==> src/rtl/lzd_pkg.sv <==
// Shared constants and the half-merge rule for the leading-zero detector tree.
package lzd_pkg;

  localparam int unsigned W_MIN = 8;
  localparam int unsigned W_MAX = 64;

  // Width of a count that can hold 0..w inclusive.
  function automatic int unsigned lzc_width(input int unsigned w);
    return $clog2(w) + 1;
  endfunction

  // Merge two half-width counts: a fully zero upper half adds its whole width.
  function automatic logic [7:0] merge_lzc(input logic       az_hi,
                                           input logic [7:0] lzc_hi,
                                           input logic [7:0] lzc_lo,
                                           input logic [7:0] half);
    return az_hi ? (half + lzc_lo) : lzc_hi;
  endfunction

endpackage

==> src/rtl/lzd_nbit.sv <==
// Combinational recursive leading-zero counter over an N-bit vector (N a power of two).
module lzd_nbit
  import lzd_pkg::*;
#(
  parameter int unsigned N = 16
) (
  input  logic [N-1:0]              data,
  output logic [lzc_width(N)-1:0]   count,
  output logic                      all_zero
);

  localparam int unsigned CW = lzc_width(N);

  if (N == 1) begin : g_leaf
    assign count    = ~data;
    assign all_zero = ~data[0];
  end else begin : g_split
    localparam int unsigned H  = N / 2;
    localparam int unsigned HW = lzc_width(H);

    logic [HW-1:0] cnt_hi;
    logic [HW-1:0] cnt_lo;
    logic          az_hi;
    logic          az_lo;

    lzd_nbit #(.N(H)) u_hi (
      .data     (data[N-1:H]),
      .count    (cnt_hi),
      .all_zero (az_hi)
    );

    lzd_nbit #(.N(H)) u_lo (
      .data     (data[H-1:0]),
      .count    (cnt_lo),
      .all_zero (az_lo)
    );

    assign all_zero = az_hi & az_lo;
    assign count    = CW'(merge_lzc(az_hi, 8'(cnt_hi), 8'(cnt_lo), 8'(H)));
  end

endmodule

==> src/rtl/lzd_norm_pipe.sv <==
// Two-stage leading-zero count / normalize pipeline with valid-ready flow control.
// Define LZD_NORM_SHIFT_EN to build the normalizing shifter and the out_norm port.
module lzd_norm_pipe
  import lzd_pkg::*;
#(
  parameter int unsigned W = 32
) (
  input  logic                     clk,
  input  logic                     rst,
  input  logic                     in_valid,
  output logic                     in_ready,
  input  logic [W-1:0]             in_data,
  output logic                     out_valid,
  input  logic                     out_ready,
  output logic [lzc_width(W)-1:0]  out_lzc,
  output logic                     out_all_zero
`ifdef LZD_NORM_SHIFT_EN
  ,
  output logic [W-1:0]             out_norm
`endif
);

  localparam int unsigned H      = W / 2;
  localparam int unsigned LZC_W  = lzc_width(W);
  localparam int unsigned HLZC_W = lzc_width(H);

  logic [HLZC_W-1:0] lzc_hi_c;
  logic [HLZC_W-1:0] lzc_lo_c;
  logic              az_hi_c;
  logic              az_lo_c;

  lzd_nbit #(.N(H)) u_lzd_hi (
    .data     (in_data[W-1:H]),
    .count    (lzc_hi_c),
    .all_zero (az_hi_c)
  );

  lzd_nbit #(.N(H)) u_lzd_lo (
    .data     (in_data[H-1:0]),
    .count    (lzc_lo_c),
    .all_zero (az_lo_c)
  );

  logic              s1_valid;
  logic [HLZC_W-1:0] s1_lzc_hi;
  logic [HLZC_W-1:0] s1_lzc_lo;
  logic              s1_az_hi;
  logic              s1_az_lo;

  logic              s2_valid;
  logic [LZC_W-1:0]  s2_lzc;
  logic              s2_az;

  logic              s2_adv;
  logic              s1_adv;
  logic [LZC_W-1:0]  lzc_m;
  logic              az_m;

  assign s2_adv   = !s2_valid || out_ready;
  assign s1_adv   = !s1_valid || s2_adv;
  // Gated by rst so upstream never sees a transfer the reset would discard.
  assign in_ready = !rst && s1_adv;

  assign lzc_m = LZC_W'(merge_lzc(s1_az_hi, 8'(s1_lzc_hi), 8'(s1_lzc_lo), 8'(H)));
  assign az_m  = s1_az_hi & s1_az_lo;

`ifdef LZD_NORM_SHIFT_EN
  logic [W-1:0] s1_data;
  logic [W-1:0] s2_norm;
  logic [W-1:0] norm_m;

  // A shift by W (all-zero operand) yields zero, which is the wanted result.
  assign norm_m   = s1_data << lzc_m;
  assign out_norm = s2_norm;

  always_ff @(posedge clk) begin
    if (rst) begin
      s1_data <= '0;
      s2_norm <= '0;
    end else begin
      if (s1_adv && in_valid) s1_data <= in_data;
      if (s2_adv && s1_valid) s2_norm <= norm_m;
    end
  end
`endif

  always_ff @(posedge clk) begin
    if (rst) begin
      s1_valid  <= 1'b0;
      s1_lzc_hi <= '0;
      s1_lzc_lo <= '0;
      s1_az_hi  <= 1'b0;
      s1_az_lo  <= 1'b0;
      s2_valid  <= 1'b0;
      s2_lzc    <= '0;
      s2_az     <= 1'b0;
    end else begin
      if (s1_adv) begin
        s1_valid <= in_valid;
        if (in_valid) begin
          s1_lzc_hi <= lzc_hi_c;
          s1_lzc_lo <= lzc_lo_c;
          s1_az_hi  <= az_hi_c;
          s1_az_lo  <= az_lo_c;
        end
      end
      if (s2_adv) begin
        s2_valid <= s1_valid;
        if (s1_valid) begin
          s2_lzc <= lzc_m;
          s2_az  <= az_m;
        end
      end
    end
  end

  assign out_valid    = s2_valid;
  assign out_lzc      = s2_lzc;
  assign out_all_zero = s2_az;

endmodule

==> config.mk <==
export PLATFORM = sky130hd
export DESIGN_NAME = lzd_norm_pipe
export DESIGN_NICKNAME = d
export VERILOG_FILES = /design/src/rtl/lzd_pkg.sv /design/src/rtl/lzd_nbit.sv /design/src/rtl/lzd_norm_pipe.sv
export SDC_FILE = /design/constraint.sdc
export NUM_CORES = 1
export LEC_CHECK = 0
export BUFFER_PORTS_ARGS = -buffer_cell sky130_fd_sc_hd__buf_2
export CELL_PAD_IN_SITES_DETAIL_PLACEMENT = 2
export CELL_PAD_IN_SITES_GLOBAL_PLACEMENT = 2
export CORE_MARGIN = 5
export CORE_UTILIZATION = 25
export DETAILED_ROUTE_END_ITERATION = 8
export PLACE_DENSITY_LB_ADDON = 0.08
export SLEW_MARGIN = 30
export SYNTH_ARGS = -nofsm -noshare
export SYNTH_HDL_FRONTEND = slang
export SYNTH_SLANG_ARGS = --single-unit
==> constraint.sdc <==
create_clock -name clk -period 1.4 [get_ports clk]
set_input_delay 0.21 -clock clk [delete_from_list [all_inputs] [get_ports clk]]
set_output_delay 0.21 -clock clk [all_outputs]
set_load 0.02 [all_outputs]
=== Word-level counts from Yosys, hierarchy flattened ===
Cells that the tools add are included.

* Register bits after elaboration: 21
* Output and inout bits: 9
* Bits of input ports: 36
* Logic and storage cells: 141

* Muxes and demuxes: 31
* Bitwise gates (word level): 63
* Reduce and logical (&&, ||, !) cells: 8
* Add/sub/neg operators: 31

{| class="wikitable"
|+ Operator list
! cell !! count
|-
| 1-bit by 1-bit adder with 2-bit output, first input constant || 16
|-
| 2-bit 2-to-1 mux || 16
|-
| 1-bit NOT || 32
|-
| 1-bit bitwise AND || 31
|-
| 2-bit by 2-bit adder with 3-bit output, first input constant || 8
|-
| 3-bit 2-to-1 mux || 8
|-
| 3-bit by 3-bit adder with 4-bit output, first input constant || 4
|-
| 4-bit 2-to-1 mux || 4
|-
| 4-bit by 4-bit adder with 5-bit output, first input constant || 2
|-
| 5-bit 2-to-1 mux || 2
|-
| 5-bit by 5-bit adder with 6-bit output, first input constant || 1
|-
| 6-bit 2-to-1 mux || 1
|-
| 2-bit AND reduction || 2
|-
| 1-bit zero test || 3
|-
| 1-bit logical OR || 2
|-
| 1-bit logical AND || 1
|}

=== Longest topological paths before layout ===
Gate-level depths: netlist of the first run.

* Word-level depth: 9
* Depth in mapped cells: 5
* Mapped depth without buffers: 4

=== Hierarchy ===
Synthesis of the first run repeated with hierarchy kept, for this count alone.

* Cell total of the unflattened synthesis: 301
* Area, all modules: 2383.5 sq um

{| class="wikitable"
|+ Modules (own cells, without submodules)
! module !! instances !! sequential area each (sq um) !! area each (sq um) !! cells each
|-
| lzd_norm_pipe || 1 || 420.4 || 894.6 || 95
|-
| lzd_nbit at u_lzd_hi.g_split.u_hi.g_split.u_hi.g_split.u_hi ... || 16 || 0.0 || 28.8 || 4
|-
| lzd_nbit at u_lzd_hi.g_split.u_hi.g_split.u_hi.g_split.u_hi.g_split.u_hi ... || 32 || 0.0 || 11.3 || 2
|-
| lzd_nbit at u_lzd_hi.g_split.u_hi.g_split.u_hi ... || 8 || 0.0 || 43.8 || 5
|-
| lzd_nbit at u_lzd_hi.g_split.u_hi ... || 4 || 0.0 || 51.3 || 6
|-
| lzd_nbit at u_lzd_hi ... || 2 || 0.0 || 56.3 || 7
|}

=== Least setup slack after synthesis of the first run ===
Ideal clock, no wire load.

* Path type: input to register
* From: input in_data[9]
* To: register s1_lzc_lo[1]
* Buffers on the path: 0
* Setup slack: 103 ps
* Arrival time: 1206 ps
* Stages: 4
* Setup time: 91 ps
* Required time: 1309 ps
* Cell sequence: or4_4 nor2_4 o311ai_1 a311oi_1

* Longest elaborated chain between the ends: 7
* Elaborated cells between the ends (all ways): 10
* Those cells by class: add/sub: 2; mux: 4; bitwise: 4

{| class="wikitable"
|+ RTL lines
! what !! line !! source
|-
| start, declared || lzd_norm_pipe.sv:12 || <nowiki>input logic [W-1:0] in_data,</nowiki>
|-
| 1-bit NOT || lzd_nbit.sv:15, lzd_nbit.sv:16 ||
|-
| 2-bit 2-to-1 mux || lzd_pkg.sv:17 || <nowiki>return az_hi ? (half + lzc_lo) : lzc_hi;</nowiki>
|-
| 2-bit by 2-bit adder with 3-bit output || lzd_pkg.sv:17 ||
|-
| 3-bit 2-to-1 mux || lzd_pkg.sv:17 ||
|-
| 3-bit by 3-bit adder with 4-bit output || lzd_pkg.sv:17 ||
|-
| 4-bit 2-to-1 mux || lzd_pkg.sv:17 ||
|-
| 5-bit 2-to-1 mux (*) || lzd_pkg.sv:17 ||
|-
| end signal, assigned || lzd_norm_pipe.sv:102 || <nowiki>s1_lzc_lo <= lzc_lo_c;</nowiki>
|-
| end, declared || lzd_norm_pipe.sv:46 || <nowiki>logic [HLZC_W-1:0] s1_lzc_lo;</nowiki>
|}

Mark *: on every way between the ends. The rest lies on a longest branch, timed or not.
A chain may end at the register's enable or synchronous reset.

=== Worst setup path after layout of the first run ===
* From: register s2_valid, in the netlist out_valid
* To: output in_ready

* Longest elaborated chain between the ends: 4

{| class="wikitable"
|+ RTL lines
! what !! line !! source
|-
| start, declared || lzd_norm_pipe.sv:50 || <nowiki>logic s2_valid;</nowiki>
|-
| start signal, assigned || lzd_norm_pipe.sv:108 || <nowiki>s2_valid <= s1_valid;</nowiki>
|-
| 1-bit zero test || lzd_norm_pipe.sv:59 || <nowiki>assign s2_adv = !s2_valid || out_ready;</nowiki>
|-
| 1-bit logical OR || lzd_norm_pipe.sv:59 ||
|-
| 1-bit logical OR || lzd_norm_pipe.sv:60 || <nowiki>assign s1_adv = !s1_valid || s2_adv;</nowiki>
|-
| 1-bit logical AND || lzd_norm_pipe.sv:62 || <nowiki>assign in_ready = !rst && s1_adv;</nowiki>
|-
| end, declared || lzd_norm_pipe.sv:11 || <nowiki>output logic in_ready,</nowiki>
|}

Every way passes these cells.

==> out/metrics.cfg, run 1 <==
[floorplan]
die-area_um2=5620
core_um2=4060
rows=23
die_h_um=75.0
start_util=0.260
io_pins=45
fp.dieW_um=75.0

[final_layout]
final_cell_mix=44 x buf_2, 17 x nor2_1, 17 x a21oi_1, 17 x dfxtp_1, 13 x buf_4
fill_cells=491
final_nets=224
area_growth_pct=37.7
area.sequential_um2=362
multiInputGateArea_um2=644
drive_gt1_frac=0.403
insertedDiodeCount=0
layout_commonest_cell=buf_2

[logic_synthesis]
synth_cells=133
synth_nets=169
avgSynthCellArea_um2=7.94
ys_seq_area_frac=0.341
synth_cell_types=28
yosysWarnings=0
ys_ff_latch=18
synthesis.area_um2=1060

[clocking]
root_buffer=clkbuf_8
post_cts_resized=0
clockBufferDepth=2
clock_latency_ns=0.25
h-tree-depth=1
path_clk_slew_ns=0.07
post_cts_buffers=0
ctsHoldBuffers=0
tritoncts=built
numCtsBuffers=3
cts.sinks=18

[grt]
grt_pass1_vias=1286
grt_max_degree=22
use_met1=0.148
met3_usage=0.0254
grt.busiest_layer=met2
grtUsageTotal=0.131
antenna_found_initial=0
met2_usage=0.240
overflow=0
grt_pass1_wl_um=5730

[status]
status=finished, final reports clean

[critical_path]
crit_path_end_kind=output pin
startpoint_type=flip-flop
rrSetupSlack_ns=0.19
critical_path_class=reg -> out
worst_ep_arrival_time_ns=1.09
cp.required_ns=1.19
worstPathMaxFanout=4

[detailed_routing]
num_vias=1182
viasPerCell=5.01
postRouteAntennaNets=0
wirelength_um=3450
drc=0
drtIter0Drc=29
firstDrtPassIters=3
avgRoutedWirePerCell_um=14.6

[sta]
skew_ns=0.00355
max_clock_freq_mhz=769
hold_viol=0
setup_viol=0
report.final.slew_viol_count=0
rsz0062_at_grt=false
finalCritPeriodShare=0.928
worst_pin_slew_ns=0.415
fin_crit_ns=1.30
max_slew_margin=0.721
hold_ws_ns=0.214

[flow_run]
cap_violations=0

[power_and_ir_drop]
ir_drop_uv=288
total_power_mw=1.13
power.leakage_nw=0.597
powerDensity_nw_per_um2=774

[min_path]
min_path_type=in -> reg

[place]
numPortBuffers=44
gp_congestion=0.749
hpwl_um=3030

## stage by stage
| step | TNS, ns | area, um^2 | instances | setup WS (ns) | utilization |
|---|---|---|---|---|---|
| floorplan | 0 | 1060 | 133 | 0.103 | - |
| global placement | -0.261 | 1410 | 233 | -0.0734 | 0.347 |
| detailed placement | -0.449 | 1410 | 233 | -0.0858 | 0.347 |
| CTS | 0 | 1450 | 236 | 0.0478 | 0.357 |
| global route | 0 | 1450 | 236 | 0.0106 | 0.358 |
| finish | 0 | 1450 | 236 | 0.100 | 0.358 |
## worst paths after layout
path                              startpoint            to  cells after the start
worst max-delay path               out_valid      in_ready                      4
worst min register to register  s1_lzc_hi[3]  s1_lzc_hi[3]                      2
worst min-delay path                in_valid      s1_valid                      3
worst max register to register      s1_valid  s1_lzc_hi[2]                      4
## critical path, cell delays in order, from the launching register on
cell	delay (ns)
dfxtp_2	0.34
nand2b_1	0.12
nor2_2	0.16
nor2_1	0.05
buf_2	0.17
## layout make-up
type / instances / area share
multi-input cells: 101 / 0.443
flip-flops and latches: 18 / 0.249
repair buffers: 57 / 0.219
well taps: 50 / 0.0430
clock buffers: 3 / 0.0284
inverters: 7 / 0.0181
## cells by family after synthesis
| kind of cell | after synthesis | share of synthesized area |
|---|---|---|
| AND/OR/NAND/NOR | 62 | 0.335 |
| AO/OA/AOI/OAI | 35 | 0.232 |
| flip-flops | 18 | 0.341 |
| buffers and inverters | 14 | 0.0533 |
| multiplexers | 4 | 0.0379 |
## cells in the mapped netlist
library cell  count  area share
nor2_1           18       0.064
nand3_1           3       0.014
inv_1             7       0.025
nand4_1           2       0.012
o41ai_2           2       0.031
o31ai_1           4       0.028
or3_1             2       0.012
nor3_1            4       0.019
clkbuf_1          6       0.021
nor2b_1           2       0.012
dfxtp_1          18        0.34
nor4_2            2       0.024
o311ai_1          2       0.017
and2_1            2       0.012
nand2_1          12       0.043
nand3b_1          4       0.028
a21oi_1          17       0.081
a311oi_1          2       0.017
o21ai_1           2      0.0095
nor4_1            2       0.012
or4_4             4       0.043
nand2b_1          1      0.0059
buf_4             1      0.0071
a211oi_1          4       0.028
or4_1             2       0.014
o221a_2           2       0.021
mux2i_1           4       0.038
nor2_4            2       0.021
## flip-flops by register name, indices dropped and copies added, names as in the netlist
| register | count |
|---|---|
| s1_valid | 1 |
| s1_lzc_lo | 5 |
| s1_lzc_hi | 5 |
| out_valid | 1 |
| out_lzc | 6 |
## layer usage
metal	vias to the layer above	wire, um
li1	593	-
met1	561	1430
met2	26	1860
met3	2	142
met4	0	19
met5	-	0
## report_power, final
part	total [mW]	switching (mW)	internal, mW	leakage (nW)
clock	0.352	0.161	0.191	0.0216
sequential	0.542	0.0104	0.531	0.147
combinational	0.232	0.129	0.103	0.429
Note: power is estimated with default switching activity, not from simulation.
==> run 2: changes to the inputs <==
Settings changed: CTS_BUF_LIST set to sky130_fd_sc_hd__clkbuf_4 sky130_fd_sc_hd__clkbuf_8 sky130_fd_sc_hd__clkbuf_16, MAX_ROUTING_LAYER set to met4.
==> run 2 against run 1 <==
Compared with the run above: via count about the same; die area unchanged; critical path depth stayed put; critical path type unchanged; largest cell class unchanged; sequential power barely moved; wire length is essentially flat; combinational power is essentially flat; power up 0.15%.
==> out/metrics.cfg, run 2 (synthesis gave the netlist of run 1 again) <==
[status]
status=finished, final reports clean

[place]
pre_cts_ws_ns=-0.0858
hpwl_um=3030
gp_congestion=0.758
numPortBuffers=44
place_area_um2=1410

[detailed_routing]
drc=0
avgRoutedWirePerCell_um=14.6
firstDrtPassIters=3
drtIter0Drc=31
postRouteAntennaNets=0
wirelength_um=3450
num_vias=1183
viasPerCell=5.01

[clocking]
clockBufferDepth=2
cts.sinks=18
numCtsBuffers=3
tritoncts=built
h-tree-depth=1
post_cts_resized=0
ctsHoldBuffers=0
root_buffer=clkbuf_8
clock_latency_ns=0.25
path_clk_slew_ns=0.07
post_cts_buffers=0

[grt]
grt_pass1_wl_um=5720
overflow=0
grt_pass1_vias=1288
grtUsageTotal=0.135
antenna_found_initial=0
grt_max_degree=22

[final_layout]
largest_register_ffs=6
final_area_um2=1450
drive_gt1_frac=0.403
layout_commonest_cell=buf_2
area_growth_pct=37.7
utilization=0.358
fill_cells=491
final_cell_mix=44 x buf_2, 17 x nor2_1, 17 x a21oi_1, 17 x dfxtp_1, 13 x buf_4
insertedDiodeCount=0
final_nets=224

[sta]
worst_pin_slew_ns=0.426
max_slew_margin=0.714
finalCritPeriodShare=0.930
report.final.slew_viol_count=0
max_clock_freq_mhz=768
fin_crit_ns=1.30
skew_ns=0.00470
hold_viol=0
fin_ws_ns=0.0987
rsz0062_at_grt=false
hold_ws_ns=0.213
setup_viol=0

[floorplan]
start_util=0.260
io_pins=45
rows=23
die-area_um2=5620
core_um2=4060
fp.dieW_um=75.0
die_h_um=75.0

[critical_path]
crit_path_end_kind=output pin
worst_ep_arrival_time_ns=1.09
startpoint_type=flip-flop
critPathSlowestCell=dfxtp_2
cp.required_ns=1.19
crit_path_max_incr_delay_ns=0.34
crit_chain=nand2b_1, nor2_2, nor2_1, buf_2
critical_path_class=reg -> out
worstPathMaxFanout=4

[min_path]
min_path_type=in -> reg

[power_and_ir_drop]
ir_drop_uv=291
total_power_mw=1.13
powerDensity_nw_per_um2=775
power.leakage_nw=0.597

[flow_run]
cap_violations=0

[run 2: cell counts in the layout (fill, tap and decap cells not counted)]
No cell type changed its count.
[run 2: per-layer routing]
metal,up-vias,routed length (um),GRT usage
met3,2,112,0.0200
li1,593,-,-
met2,26,1860,0.241
met1,562,1440,0.151
met5,-,0,-
met4,0,36,0.0534
[run 2: worst max-delay path, delay by kind of cell (launching register included)]
kind	cells	cell delay (ns)
simple gates	3	0.34
flops	1	0.34
buf+inv	1	0.17
[run 2: stage by stage]
stage	cells	TNS [ns]
finish	236	0
global route	236	0
CTS	236	0
detailed placement	233	-0.449
global placement	233	-0.261
floorplan	133	0
[run 2: path summary, 6_finish.rpt]
kind / cells after the start / slack, ns / end / startpoint
min: 3 / 0.21 / s1_valid / in_valid
min reg2reg: 2 / 0.46 / s1_lzc_hi[3] / s1_lzc_hi[3]
max: 4 / 0.1 / in_ready / out_valid
max reg2reg: 4 / 0.19 / s1_lzc_hi[2] / s1_valid
[run 2: cell type report]
type	count	area [um^2]	share of cell area
multi-input cells	101	644	0.443
inverters	7	26.3	0.0181
repair buffers	57	318	0.219
well taps	50	62.6	0.0430
clock buffers	3	41.3	0.0284
flip-flops and latches	18	362	0.249
[run 2: power by group]
part	switching, mW	total, mW	internal [mW]
logic	0.129	0.232	0.103
registers	0.0104	0.542	0.531
clock network	0.163	0.354	0.191
total	0.303	1.13	0.825
==> run 3: changes to the inputs <==
Settings changed: RECOVER_POWER set to 100.
==> run 3 against run 2 <==
Compared with the run above: non-clock buffer count stayed put; power hardly changed; critical path type unchanged; critical path depth stayed put; worst hold slack worse by 0.0036 ns; flip-flop and latch count stayed put; combinational power is 2% lower; worst setup slack worse by 0.012 ns; via count is 0.93% higher; register-to-register slack hardly changed; clock-buffer cell count stayed put; clock skew is 0.00079 ns higher; sequential share of layout area is 0.37 points higher.
==> out/metrics.cfg, run 3 (synthesis gave the netlist of run 1 again) <==
[floorplan]
core_um2=4060
start_util=0.260
rows=23
die_h_um=75.0
die-area_um2=5620
fp.dieW_um=75.0
io_pins=45

[clocking]
ctsHoldBuffers=0
cts.sinks=18
tritoncts=built
path_clk_slew_ns=0.07
clock_latency_ns=0.25
root_buffer=clkbuf_8
numCtsBuffers=3
clockBufferDepth=2
h-tree-depth=1

[critical_path]
crit_path_max_incr_delay_ns=0.34
worst_ep_arrival_time_ns=1.10
crit_path_end_kind=output pin
critical_path_class=reg -> out
worstPathMaxFanout=4
startpoint_type=flip-flop
crit_chain=nand2b_1, nor2_2, nor2_1, buf_2
cp.required_ns=1.19
critPathSlowestCell=dfxtp_2

[detailed_routing]
drc=0
top_layer=met4
firstDrtPassIters=2
viasPerCell=5.06
wl_met1_um=1450
avgRoutedWirePerCell_um=14.7
wirelength_um=3470
wl_met3_um=123
postRouteAntennaNets=0
drtIter0Drc=25
num_vias=1194
wl_met2_um=1850

[sta]
finalCritPeriodShare=0.938
hold_viol=0
max_clock_freq_mhz=761
max_slew_margin=0.714
skew_ns=0.00548
report.final.slew_viol_count=0
fin_crit_ns=1.31
worst_pin_slew_ns=0.425
rsz0062_at_grt=false
fin_ws_ns=0.0863
setup_viol=0

[final_layout]
area_growth_pct=35.7
final_area_um2=1430
insertedDiodeCount=0
final_nets=224
drive_gt1_frac=0.344
fin_cells=236
final_cell_mix=35 x buf_2, 17 x nor2_1, 17 x a21oi_1, 17 x dfxtp_1, 12 x buf_4
largest_register_ffs=6
fill_cells=493
layout_commonest_cell=buf_2
utilization=0.353

[power_and_ir_drop]
power.leakage_nw=0.559
powerDensity_nw_per_um2=786
p_switching_mw=0.305
pwr-share-clk=0.317
switching_share=0.271
ir_drop_uv=292
intPower_mw=0.821
seqPwrFrac=0.481
combPwrFrac=0.201
total_power_mw=1.13

[flow_run]
cap_violations=0

[grt]
antenna_found_initial=0
grt_pass1_wl_um=5720
grt_max_degree=22
grtUsageTotal=0.135
overflow=0
grt_pass1_vias=1288

[place]
pre_cts_ws_ns=-0.0858
numPortBuffers=44
placedCellCount=233
place_area_um2=1410
gp_congestion=0.758
hpwl_um=3030

[min_path]
min_path_type=in -> reg

[status]
status=finished, final reports clean

-- run 3: cell types whose count changed in the layout (fill, tap and decap cells not counted), sizes merged --
| cell | delta |
|---|---|
| clkbuf | +10 |
| buf | -10 |
-- run 3: through the flow --
stage          hold slack (ns)  setup TNS [ns]
6_report                 0.209               0
5_1_grt                  0.256               0
4_1_cts                  0.205               0
3_5_place_dp             0.456          -0.449
3_3_place_gp             0.438          -0.261
2_1_floorplan            0.309               0
-- run 3: worst max-delay path, delay by kind of cell, from the launching register on --
| kind | cells | cell delay, ns |
|---|---|---|
| buffers and inverters | 1 | 0.17 |
| and+or+nand+nor | 3 | 0.34 |
| DFF | 1 | 0.34 |
-- run 3: power groups by stage --
stage	Clock [mW]	Sequential (mW)	Combinational [mW]
after detailed placement	0	0.553	0.235
after CTS	0.364	0.542	0.235
after global placement	0	0.552	0.220
final	0.357	0.542	0.227
after global routing	0.388	0.544	0.252
after floorplan	0	0.562	0.0887
-- run 3: worst paths after layout --
kind	from	slack, ns	end	cells past startpoint
max	out_valid	0.09	in_ready	4
min reg2reg	s1_lzc_hi[3]	0.46	s1_lzc_hi[3]	2
min	in_valid	0.21	s1_valid	3
max reg2reg	s1_valid	0.18	s1_lzc_hi[2]	4
-- run 3: repair_timing --
action | CTS | global route
gates resized for setup | 0 | 3
setup buffers | 0 | 0
endpoints found under the setup margin | 0 | 2
-- run 3: layout make-up --
cell class | instances | area, um^2 | area share
tap | 50 | 62.6 | 0.0437
inverter | 7 | 26.3 | 0.0183
clock buffer | 3 | 41.3 | 0.0288
multi-input combinational | 101 | 634 | 0.443
sequential | 18 | 362 | 0.252
timing repair buffer | 57 | 307 | 0.214
-- run 3: metal layers --
layer / track usage / vias to the layer above
met1: 0.151 / 568
met5: - / -
met3: 0.0200 / 6
li1: - / 592
met4: 0.0534 / 0
met2: 0.241 / 28
